File: config.mk
export PLATFORM = sky130hd
export DESIGN_NAME = pipeline_ctrl
export DESIGN_NICKNAME = d
export VERILOG_FILES = /design/src/rtl/pipeline_ctrl_pkg.sv /design/src/rtl/pipeline_ctrl_hazard_detect.sv /design/src/rtl/pipeline_ctrl.sv
export SDC_FILE = /design/constraint.sdc
export NUM_CORES = 1
export LEC_CHECK = 0
export BUFFER_PORTS_ARGS = -buffer_cell sky130_fd_sc_hd__buf_4
export CAP_MARGIN = 40
export CORE_MARGIN = 2
export CORE_UTILIZATION = 50
export CTS_BUF_LIST = sky130_fd_sc_hd__clkbuf_8
export CTS_CLUSTER_DIAMETER = 150
export CTS_CLUSTER_SIZE = 40
export DETAILED_ROUTE_END_ITERATION = 10
export GPL_TIMING_DRIVEN = 0
export PLACE_DENSITY = 0.75
export SYNTH_ARGS = -nofsm -noshare
export SYNTH_HDL_FRONTEND = slang
export SYNTH_HIERARCHICAL = 1
export SYNTH_SLANG_ARGS = --single-unit
File: constraint.sdc
create_clock -name clk -period 2.1 [get_ports clk]
set_input_delay 0.21 -clock clk [delete_from_list [all_inputs] [get_ports clk]]
set_output_delay 0.21 -clock clk [all_outputs]
set_load 0.02 [all_outputs]
File: src/rtl/pipeline_ctrl_pkg.sv
// Shared definitions for the pipeline sequencing controller: state
// encodings, counter width and the jump-shadow counter width.
package pipeline_ctrl_pkg;

   // Controller state encodings, shared with anything that decodes the state.
   localparam logic [1:0] PCTRL_ST_IDLE = 2'd0;
   localparam logic [1:0] PCTRL_ST_RUN  = 2'd1;
   localparam logic [1:0] PCTRL_ST_MEMW = 2'd2;
   localparam logic [1:0] PCTRL_ST_HALT = 2'd3;

   // Default width of the performance counters.
   localparam int PCTRL_CNT_W = 32;

   // The jump shadow never exceeds the largest legal IMEM_LAT (6).
   localparam int SHADOW_W = 3;

   typedef enum logic [1:0] {
      ST_IDLE = PCTRL_ST_IDLE,
      ST_RUN  = PCTRL_ST_RUN,
      ST_MEMW = PCTRL_ST_MEMW,
      ST_HALT = PCTRL_ST_HALT
   } pctrl_state_t;

   // Next value of the jump-shadow counter in a cycle the pipeline advances:
   // a taken jump reloads it, otherwise it drains towards zero.
   function automatic logic [SHADOW_W-1:0] shadow_advance(
      input logic                jump,
      input logic [SHADOW_W-1:0] cur,
      input logic [SHADOW_W-1:0] reload
   );
      if (jump)
         return reload;
      else if (cur != '0)
         return cur - SHADOW_W'(1);
      else
         return cur;
   endfunction

endpackage

File: src/rtl/pipeline_ctrl_hazard_detect.sv
// Load-use comparator: flags when the instruction in a producing stage is a
// load whose destination is read by the instruction in ID. Purely
// combinational so it can be reused by the MM-stage forwarding check.
module hazard_detect #(
   parameter int REG_ADDR_W = 5
) (
   input  logic                  is_load,
   input  logic                  reg_wr,
   input  logic [REG_ADDR_W-1:0] reg_addr_rd,
   input  logic                  uses_r1,
   input  logic                  uses_r2,
   input  logic [REG_ADDR_W-1:0] reg_addr_r1,
   input  logic [REG_ADDR_W-1:0] reg_addr_r2,
   output logic                  hit
);

   logic producer_live;
   logic match_r1;
   logic match_r2;

   // Register 0 is hard-wired, so a load targeting it never creates a hazard.
   always_comb begin
      producer_live = is_load && reg_wr && (reg_addr_rd != '0);
      match_r1      = uses_r1 && (reg_addr_rd == reg_addr_r1);
      match_r2      = uses_r2 && (reg_addr_rd == reg_addr_r2);
      hit           = producer_live && (match_r1 || match_r2);
   end

endmodule

File: src/rtl/pipeline_ctrl.sv
// Hazard and sequencing controller for a 5-stage pipeline. Produces the
// global enable, front/back-end stalls, front-end kill and EX bubble, and
// keeps cycle / stall performance counters.
module pipeline_ctrl
   import pipeline_ctrl_pkg::*;
#(
   parameter int REG_ADDR_W = 5,
   parameter int IMEM_LAT   = 1,
   parameter int CNT_W      = PCTRL_CNT_W
) (
   input  logic                  clk,
   input  logic                  rst_n,
   input  logic                  start,
   input  logic                  halt_req,
   input  logic                  ID_uses_r1,
   input  logic                  ID_uses_r2,
   input  logic [REG_ADDR_W-1:0] ID_reg_addr_r1,
   input  logic [REG_ADDR_W-1:0] ID_reg_addr_r2,
   input  logic                  EX_is_load,
   input  logic                  EX_reg_wr,
   input  logic [REG_ADDR_W-1:0] EX_reg_addr_rd,
   input  logic                  EX_jump,
   input  logic                  MM_req,
   input  logic                  MM_ack,
   output logic                  en,
   output logic                  stall_fe,
   output logic                  stall_be,
   output logic                  kill_fe,
   output logic                  bubble_ex,
   output logic                  halted,
   output logic [CNT_W-1:0]      cyc_cnt,
   output logic [CNT_W-1:0]      stall_cnt
);

   localparam logic [SHADOW_W-1:0] SHADOW_RELOAD = SHADOW_W'(IMEM_LAT);

   pctrl_state_t          state_q;
   pctrl_state_t          state_d;
   logic [SHADOW_W-1:0]   shadow_q;
   logic [SHADOW_W-1:0]   shadow_d;
   logic                  bubble_q;
   logic                  lu_hit;
   logic                  mem_stall;
   logic                  shadow_live;
   logic [CNT_W-1:0]      cyc_cnt_q;
   logic [CNT_W-1:0]      stall_cnt_q;

   hazard_detect #(
      .REG_ADDR_W (REG_ADDR_W)
   ) u_hazard_detect (
      .is_load     (EX_is_load),
      .reg_wr      (EX_reg_wr),
      .reg_addr_rd (EX_reg_addr_rd),
      .uses_r1     (ID_uses_r1),
      .uses_r2     (ID_uses_r2),
      .reg_addr_r1 (ID_reg_addr_r1),
      .reg_addr_r2 (ID_reg_addr_r2),
      .hit         (lu_hit)
   );

   assign mem_stall   = MM_req && !MM_ack;
   assign shadow_live = (shadow_q != '0);

   // State register, jump-shadow counter and last-cycle-bubble flag.
   always_ff @(posedge clk or negedge rst_n) begin
      if (!rst_n) begin
         state_q  <= ST_IDLE;
         shadow_q <= '0;
         bubble_q <= 1'b0;
      end else begin
         // NOTE: sequential state uses non-blocking assignment so every
         // register samples the values from before this edge.
         state_q  <= state_d;
         shadow_q <= shadow_d;
         bubble_q <= bubble_ex;
      end
   end

   // Next-state and output decode from the current state and hazard inputs.
   always_comb begin
      // NOTE: every output of this block gets a default first, so no path
      // through the case below can leave a latch behind.
      state_d   = state_q;
      shadow_d  = shadow_q;
      en        = 1'b0;
      stall_fe  = 1'b0;
      stall_be  = 1'b0;
      kill_fe   = 1'b0;
      bubble_ex = 1'b0;
      halted    = 1'b0;

      unique case (state_q)
         ST_IDLE: begin
            kill_fe = 1'b1;
            if (start)
               state_d = ST_RUN;
         end

         ST_RUN: begin
            en = 1'b1;
            if (mem_stall) begin
               // EX and MM are frozen: the jump in EX is seen again later and
               // the shadow keeps its count.
               stall_fe = 1'b1;
               stall_be = 1'b1;
               kill_fe  = shadow_live;
               state_d  = ST_MEMW;
            end else begin
               kill_fe  = EX_jump || shadow_live;
               shadow_d = shadow_advance(EX_jump, shadow_q, SHADOW_RELOAD);
               // The ID instruction is wrong-path while killing; after one
               // bubble the load has moved on, so never stall twice in a row.
               if (lu_hit && !kill_fe && !bubble_q) begin
                  stall_fe  = 1'b1;
                  bubble_ex = 1'b1;
               end
               if (halt_req && !kill_fe && !stall_fe)
                  state_d = ST_HALT;
            end
         end

         ST_MEMW: begin
            en = 1'b1;
            if (!MM_ack) begin
               stall_fe = 1'b1;
               stall_be = 1'b1;
               kill_fe  = shadow_live;
            end else begin
               // Bus completes: the pipeline advances this cycle, so a jump
               // waiting in EX takes effect now.
               kill_fe  = EX_jump || shadow_live;
               shadow_d = shadow_advance(EX_jump, shadow_q, SHADOW_RELOAD);
               state_d  = ST_RUN;
            end
         end

         ST_HALT: begin
            halted = 1'b1;
            if (start)
               state_d = ST_RUN;
         end

         default: begin
            state_d = ST_IDLE;
         end
      endcase
   end

   // Performance counters: free-running, wrap on overflow, cleared only by reset.
   always_ff @(posedge clk or negedge rst_n) begin
      if (!rst_n) begin
         cyc_cnt_q   <= '0;
         stall_cnt_q <= '0;
      end else begin
         if (en)
            cyc_cnt_q <= cyc_cnt_q + CNT_W'(1);
         if (stall_fe)
            stall_cnt_q <= stall_cnt_q + CNT_W'(1);
      end
   end

   assign cyc_cnt   = cyc_cnt_q;
   assign stall_cnt = stall_cnt_q;

endmodule

==> results of run 1 <==
synth_stat cells, drive strengths merged:
cell type / number / share of area
ha: 8 / 0.027
xnor2: 27 / 0.063
o22a: 2 / 0.0046
a2111oi: 18 / 0.075
buf: 9 / 0.016
o2111ai: 4 / 0.0093
and4: 5 / 0.012
a211oi: 3 / 0.0060
a22oi: 1 / 0.0020
nand4: 12 / 0.024
o22ai: 1 / 0.0017
nand2b: 3 / 0.0050
o31a: 1 / 0.0023
o211ai: 5 / 0.011
o2bb2ai: 1 / 0.0023
nand3b: 1 / 0.0020
nand2: 23 / 0.023
and2: 3 / 0.0050
nor3: 10 / 0.013
nor2b: 5 / 0.0083
clkinv: 1 / 0.00099
o21ai: 5 / 0.0066
a21o: 1 / 0.0020
and3: 6 / 0.0099
nand3: 19 / 0.025
mux2: 2 / 0.0060
nor2: 7 / 0.0070
nor4: 12 / 0.020
inv: 17 / 0.017
dfrtp: 70 / 0.46
xor2: 45 / 0.10
a21oi: 5 / 0.0066
clkbuf: 6 / 0.0060
o41ai: 1 / 0.0023
or4: 5 / 0.011
metrics by stage:
step	cells	util	setup slack [ps]	hold slack (ps)	area (µm²)
final	578	0.754	-23.4	110	5500
after global routing	578	0.754	-113	119	5500
after CTS	569	0.718	-102	101	5240
after detailed placement	539	0.646	-533	180	4710
after global placement	538	0.644	-474	387	4690
after floorplan	344	-	-75.7	-85.6	3860
critical path: stages (launching register included):
cell,delay (ps)
sky130_fd_sc_hd__dfrtp_1,390
sky130_fd_sc_hd__inv_2,70
sky130_fd_sc_hd__ha_4,280
sky130_fd_sc_hd__buf_6,130
sky130_fd_sc_hd__nor2b_4,170
sky130_fd_sc_hd__nand2_4,100
sky130_fd_sc_hd__buf_8,170
sky130_fd_sc_hd__nand2_2,100
sky130_fd_sc_hd__buf_4,150
flip-flops by register name (all words and copies together) (netlist names):
signal / cells
cyc_cnt: 32
stall_cnt: 32
shadow_q: 3
state_q: 2
bubble_q: 1
cell type report:
type / instances / area (µm²)
Buffer: 11 / 131
Multi-Input combinational cell: 241 / 2260
Clock inverter: 7 / 75.1
Timing Repair Buffer: 123 / 953
Fill cell: 514 / 1790
Tap cell: 99 / 124
Clock buffer: 9 / 124
Inverter: 18 / 68.8
Sequential cell: 70 / 1760
report_power, final:
part | total [mW] | leakage [nW] | switching [mW] | internal, mW
registers | 1.67 | 0.926 | 0.167 | 1.51
logic | 1.80 | 1.56 | 1.02 | 0.784
clock network | 1.09 | 0.0972 | 0.542 | 0.552
total | 4.57 | 2.58 | 1.73 | 2.84
final timing paths:
| path | startpoint | to | cells after the start |
|---|---|---|---|
| worst max-delay path | state_q[0] | stall_fe | 8 |
| min in group asynchronous | rst_n | cyc_cnt[30] | 2 |
| worst max register to register | state_q[0] | cyc_cnt[28] | 8 |
| worst min register to register | stall_cnt[31] | stall_cnt[31] | 1 |
| worst min-delay path | EX_jump | shadow_q[2] | 2 |
| max in group asynchronous | rst_n | stall_cnt[2] | 3 |
kinds of logic after synthesis:
kind of cell / Yosys count
buffers and inverters: 33
flip-flops: 70
AO/OA/AOI/OAI: 48
XOR/XNOR: 72
multiplexers: 2
adder cells (fa/ha/maj): 8
AND/OR/NAND/NOR: 111
routing by layer:
layer  wire (µm)  vias up  global-route usage
met4         120        0              0.0732
li1            -     1504                   -
met2        4680       76               0.397
met3         367       10              0.0376
met5           0        -                   0
met1        3990     1534               0.278
repair_timing:
item	CTS	global route
buffers inserted	13	12
endpoints found under the hold margin	32	0
endpoints found under the setup margin	49	50
cloned	1	0
pin swaps	8	32
resized for setup	36	40
hold buffers	1	0
==> tab_implementation.tex, run 1 <==
\begin{tabular}{lr}
\hline
Metric & Value \\
\hline
\multicolumn{2}{l}{\textbf{Layout}} \\
\quad Commonest cells after routing, fill and taps aside & sky130\_fd\_sc\_hd\_\_buf\_4, sky130\_fd\_sc\_hd\_\_dfrtp\_1, sky130\_fd\_sc\_hd\_\_xor2\_1 \\
\quad Net count, final & 508 \\
\quad Area grow syn2layout & 45.6\% \\
\quad Diode insertion count for antenna repair & 0 \\
\quad Commonest non-fill, non-tap cell in the layout & sky130\_fd\_sc\_hd\_\_buf\_4 \\
\quad Share of final-layout standard cells stronger than drive strength 1 & 0.430 \\
\multicolumn{2}{l}{\textbf{Placed design}} \\
\quad Global placer's final weighted congestion & 0.804 \\
\quad Input/output buffers & 95 \\
\quad Half-perimeter wire length after placement & 6.01 mm \\
\multicolumn{2}{l}{\textbf{Synthesis}} \\
\quad Unique masters post-synth & 43 \\
\quad Number of flip-flops and latches in the synthesized netlist & 70 \\
\quad Register area share after synthesis & 0.464 \\
\quad Area share of xor/xnor cells in the synthesized design & 0.167 \\
\quad Adder-cell share of the synthesized area & 0.0265 \\
\quad Synthesized area divided by synthesized cell count & 11.0 µm² \\
\quad Cell count after synthesis & 344 \\
\quad Simple-gate share of the synthesized area & 0.165 \\
\quad Main combinational cell family by area after synthesis & XOR/XNOR gates \\
\quad Synthesized area & 3780 µm² \\
\quad Syn nets & 378 \\
\quad Fraction of synthesized area in multiplexers & 0.00596 \\
\quad Number of warnings printed during yosys synthesis & 6 \\
\quad Complex-gate fraction of the synthesized area & 0.132 \\
\multicolumn{2}{l}{\textbf{Clocking}} \\
\quad Clock Latency Late Sink & 350 ps \\
\quad CTS Buf Count & 9 \\
\quad Clock tree buffer depth & 2 \\
\quad CTS tree & yes \\
\quad Clock Tree Root & sky130\_fd\_sc\_hd\_\_clkbuf\_8 \\
\quad Clock-pin slew reported for the worst setup and hold paths after clock tree synthesis & 80 ps \\
\quad H-tree Lvls & 3 \\
\quad Clock sink count & 70 \\
\multicolumn{2}{l}{\textbf{Timing}} \\
\quad Final Setup Violations & 2 \\
\quad Unrepaired setup endpoints after global routing & true \\
\quad Shortest period the worst path allows & 2120 ps \\
\quad Hold Vio Cnt, Final & 0 \\
\quad Maximum clock frequency & 471 MHz \\
\quad Tcrit/Tclk final & 1.01 \\
\quad Post-Route Setup TNS & -31.7 ps \\
\quad Final worst slack & -23.4 ps \\
\quad Worst slew slack as a fraction of its limit & 0.512 \\
\quad Max-slew violation count & 0 \\
\quad Worst Max-Slew Pin Slew & 730 ps \\
\quad Largest clock skew in the final design & 14.4 ps \\
\multicolumn{2}{l}{\textbf{Hold path}} \\
\quad Path category of the worst min-delay check & in2reg \\
\multicolumn{2}{l}{\textbf{Outcome}} \\
\quad Violated checks & setup timing \\
\quad Run status & finished with violations \\
\multicolumn{2}{l}{\textbf{Detailed routing}} \\
\quad Routed wire length & 9.16 mm \\
\quad Remaining routing DRC violations & 0 \\
\quad Routed Antenna Nets & 0 \\
\quad Initial DRC Count & 105 \\
\quad Post-DR wirelength/cell & 15.8 µm \\
\quad Iteration count of the initial detailed-routing pass & 4 \\
\quad Routed vias/inst & 5.40 \\
\quad Number of vias after detailed routing & 3124 \\
\multicolumn{2}{l}{\textbf{Critical path}} \\
\quad Register-to-register path setup slack & -10 ps \\
\quad Worst Setup End Kind & output port \\
\quad Crit path kind & reg2out \\
\quad Critical path fanouts, max & 10 \\
\quad Required time of the critical path & 1890 ps \\
\quad CP Launch Type & register \\
\quad Data arrival time of the critical path & 1910 ps \\
\multicolumn{2}{l}{\textbf{GRT}} \\
\quad Largest net degree at the start of global routing & 39 \\
\quad Global-route wire length before repair & 15.2 mm \\
\quad Total gr overflow & 0 \\
\quad GR Util All Layers & 0.224 \\
\quad Vias in the first global route & 3227 \\
\quad Antenna violations before repair & 0 \\
\multicolumn{2}{l}{\textbf{Run}} \\
\quad Total of max-cap violations & 0 \\
\multicolumn{2}{l}{\textbf{Floorplan}} \\
\quad Die Width & 90.9 µm \\
\quad Starting Density & 0.518 \\
\quad Row cnt & 31 \\
\quad Die Ht & 90.9 µm \\
\quad I/O pin cnt & 96 \\
\quad Total die area & 8260 µm² \\
\quad Core Area & 7290 µm² \\
\multicolumn{2}{l}{\textbf{Power}} \\
\quad Peak ir drop on the vdd network & 0.568 mV \\
\quad Pwr per Cell Area & 831 nW/µm² \\
\quad Leakage power summed over all cells & 2.58 nW \\
\quad Power after layout & 4.57 mW \\
\hline
\end{tabular}
Power figures use the tool's default switching activity.
==> run 2: changes to the inputs <==
--- a/config.mk
+++ b/config.mk
@@ -14,7 +14,7 @@
 export CTS_CLUSTER_SIZE = 40
 export DETAILED_ROUTE_END_ITERATION = 10
 export GPL_TIMING_DRIVEN = 0
-export PLACE_DENSITY = 0.75
+export PLACE_DENSITY = 0.85
 export SYNTH_ARGS = -nofsm -noshare
 export SYNTH_HDL_FRONTEND = slang
 export SYNTH_HIERARCHICAL = 1
==> run 2 against run 1 <==
The flow still finishes with violations (setup timing); global-route usage up 1.0 points; power up 8.6%; fmax up 0.78%; core utilization up 2.7 points; final area up 3.5%; sequential share of layout area down 1.1 points; clock skew down 2.4 ps; first-iteration DRC count down 10%; setup slack better by 16 ps; flip-flop and latch count unchanged; critical endpoint is now stall_cnt[7]; largest power group unchanged; highest routed layer unchanged.
==> tab_implementation.tex, run 2 (same netlist as run 1, synthesis figures left out) <==
\begin{tabular}{lr}
\hline
Metric & Value \\
\hline
\multicolumn{2}{l}{\textbf{Detailed routing}} \\
\quad Routed wire length & 9.97 mm \\
\quad Remaining routing DRC violations & 0 \\
\quad Post-DR wirelength/cell & 17.2 µm \\
\quad Routed Antenna Nets & 0 \\
\quad Number of vias after detailed routing & 3231 \\
\quad Routed vias/inst & 5.58 \\
\quad Initial DRC Count & 94 \\
\quad Iteration count of the initial detailed-routing pass & 4 \\
\multicolumn{2}{l}{\textbf{GRT}} \\
\quad Total gr overflow & 0 \\
\quad Vias in the first global route & 3176 \\
\quad GR Util All Layers & 0.234 \\
\quad Global-route wire length before repair & 15.6 mm \\
\quad Antenna violations before repair & 0 \\
\quad Largest net degree at the start of global routing & 39 \\
\multicolumn{2}{l}{\textbf{Critical path}} \\
\quad Worst Setup End Kind & register \\
\quad Critical Path Source & EX\_reg\_addr\_rd[4] \\
\quad Kind of cell adding the most delay to the critical path & simple AND/OR/NAND/NOR gates \\
\quad Cell depth of the worst setup path & 10 \\
\quad CP Launch Type & input pin \\
\quad Number of buffers and inverters on the critical path & 2 \\
\quad Data arrival time of the critical path & 2320 ps \\
\quad Worst stage delay on the critical path & 520 ps \\
\quad End of the worst register-to-register path & stall\_cnt[7] \\
\quad Crit path kind & in2reg \\
\quad Cell Chain, Critical Path & buf\_4 -> xor2\_1 -> nor4\_1 -> nand3\_1 -> a21oi\_2 -> nor2b\_4 -> nand4\_1 -> buf\_6 -> a2111oi\_1 -> xor2\_1 \\
\quad Register-to-register path setup slack & 0 ps \\
\quad Required time of the critical path & 2310 ps \\
\quad RR Startpoint & state\_q[0] \\
\quad Crit path top cell by count & sky130\_fd\_sc\_hd\_\_xor2\_1 \\
\quad Count of cells along the worst register-to-register path & 7 \\
\quad Slowest cell on crit path & sky130\_fd\_sc\_hd\_\_a2111oi\_1 \\
\quad Critical path fanouts, max & 4 \\
\multicolumn{2}{l}{\textbf{Clocking}} \\
\quad Clock Latency Late Sink & 360 ps \\
\quad Clock-pin slew reported for the worst setup and hold paths after clock tree synthesis & 70 ps \\
\quad Clock tree buffer depth & 2 \\
\quad Clock Tree Root & sky130\_fd\_sc\_hd\_\_clkbuf\_8 \\
\quad CTS Buf Count & 9 \\
\quad CTS tree & yes \\
\quad H-tree Lvls & 3 \\
\quad Clock sink count & 70 \\
\multicolumn{2}{l}{\textbf{Run}} \\
\quad Total of max-cap violations & 0 \\
\multicolumn{2}{l}{\textbf{Floorplan}} \\
\quad Core Area & 7290 µm² \\
\quad Starting Density & 0.518 \\
\quad Die Width & 90.9 µm \\
\quad I/O pin cnt & 96 \\
\quad Row cnt & 31 \\
\quad Total die area & 8260 µm² \\
\quad Die Ht & 90.9 µm \\
\multicolumn{2}{l}{\textbf{Timing}} \\
\quad Final worst slack & -6.99 ps \\
\quad Largest clock skew in the final design & 12.1 ps \\
\quad Shortest period the worst path allows & 2110 ps \\
\quad Worst Max-Slew Pin Slew & 791 ps \\
\quad Unrepaired setup endpoints after global routing & true \\
\quad Post-Route Setup TNS & -6.99 ps \\
\quad Hold Vio Cnt, Final & 0 \\
\quad Max-slew violation count & 0 \\
\quad Worst hold slack after final layout & 127 ps \\
\quad Worst slew slack as a fraction of its limit & 0.471 \\
\quad Final Setup Violations & 1 \\
\quad Maximum clock frequency & 475 MHz \\
\quad Tcrit/Tclk final & 1.00 \\
\multicolumn{2}{l}{\textbf{Hold path}} \\
\quad Path category of the worst min-delay check & in2reg \\
\quad Worst hold stages & 2 \\
\quad End point of the most critical hold path & shadow\_q[2] \\
\quad Worst Hold Launch & EX\_jump \\
\multicolumn{2}{l}{\textbf{Power}} \\
\quad Pwr per Cell Area & 872 nW/µm² \\
\quad Peak ir drop on the vdd network & 0.857 mV \\
\quad Power after layout & 4.96 mW \\
\quad Leakage power summed over all cells & 2.71 nW \\
\multicolumn{2}{l}{\textbf{Layout}} \\
\quad Commonest cells after routing, fill and taps aside & sky130\_fd\_sc\_hd\_\_buf\_4, sky130\_fd\_sc\_hd\_\_dfrtp\_1, sky130\_fd\_sc\_hd\_\_xor2\_1 \\
\quad Commonest non-fill, non-tap cell in the layout & sky130\_fd\_sc\_hd\_\_buf\_4 \\
\quad Final Instance Area & 5690 µm² \\
\quad Diode insertion count for antenna repair & 0 \\
\quad Share of final-layout standard cells stronger than drive strength 1 & 0.435 \\
\quad Area grow syn2layout & 50.8\% \\
\quad Net count, final & 509 \\
\multicolumn{2}{l}{\textbf{Outcome}} \\
\quad Run status & finished with violations \\
\quad Violated checks & setup timing \\
\multicolumn{2}{l}{\textbf{Placed design}} \\
\quad Area after DPL & 4710 µm² \\
\quad Input/output buffers & 95 \\
\quad Global placer's final weighted congestion & 0.780 \\
\quad Half-perimeter wire length after placement & 6.18 mm \\
\hline
\end{tabular}
## run 2: changes by cell type in the layout (fill, tap and decap cells not counted), sizes merged
cell,delta
clkinvlp,-2
bufinv,+2
buf,-3
clkinv,-1
clkbuf,+4
or4,+1
## run 2: final cells by class
cell class | count | area, µm²
tap | 99 | 124
multi-input combinational | 242 | 2360
timing repair buffer | 121 | 976
sequential | 70 | 1760
fill | 455 | 1600
buffer | 13 | 149
inverter | 18 | 68.8
clock buffer | 10 | 138
clock inverter | 6 | 116
## run 2: how the worst max path moves through the flow
stage	to	slack (ps)
floorplan	cyc_cnt[26]	-80
global placement	stall_cnt[28]	-460
CTS	stall_fe	-110
finish	stall_cnt[7]	-7
global route	stall_cnt[7]	-110
detailed placement	stall_cnt[28]	-530
## run 2: metal layers
metal / global-route usage / part of all wire / vias up
li1: - / - / 1498
met1: 0.281 / 0.41 / 1635
met2: 0.409 / 0.53 / 83
met3: 0.0693 / 0.042 / 15
met4: 0.0682 / 0.014 / 0
met5: 0 / 0 / -
## run 2: what timing repair did
item                                   CTS  global route
gates cloned                             1             1
pin swaps                               17            34
resized for setup                       49            40
hold buffers                             1             0
endpoints found under the hold margin   32             0
buffers inserted                        13            10
setup endpoints to repair               48            49
## run 2: power breakdown
| part | internal, mW | switching (mW) |
|---|---|---|
| clock | 0.832 | 0.555 |
| sequential | 1.51 | 0.174 |
| combinational | 0.833 | 1.06 |
| total | 3.17 | 1.79 |
## run 2: through the flow
step / utilization / std cells / worst slack [ps]
after floorplan: - / 344 / -75.7
after global placement: 0.644 / 538 / -462
after detailed placement: 0.646 / 539 / -532
after CTS: 0.736 / 568 / -112
after global routing: 0.781 / 579 / -107
final: 0.781 / 579 / -6.99
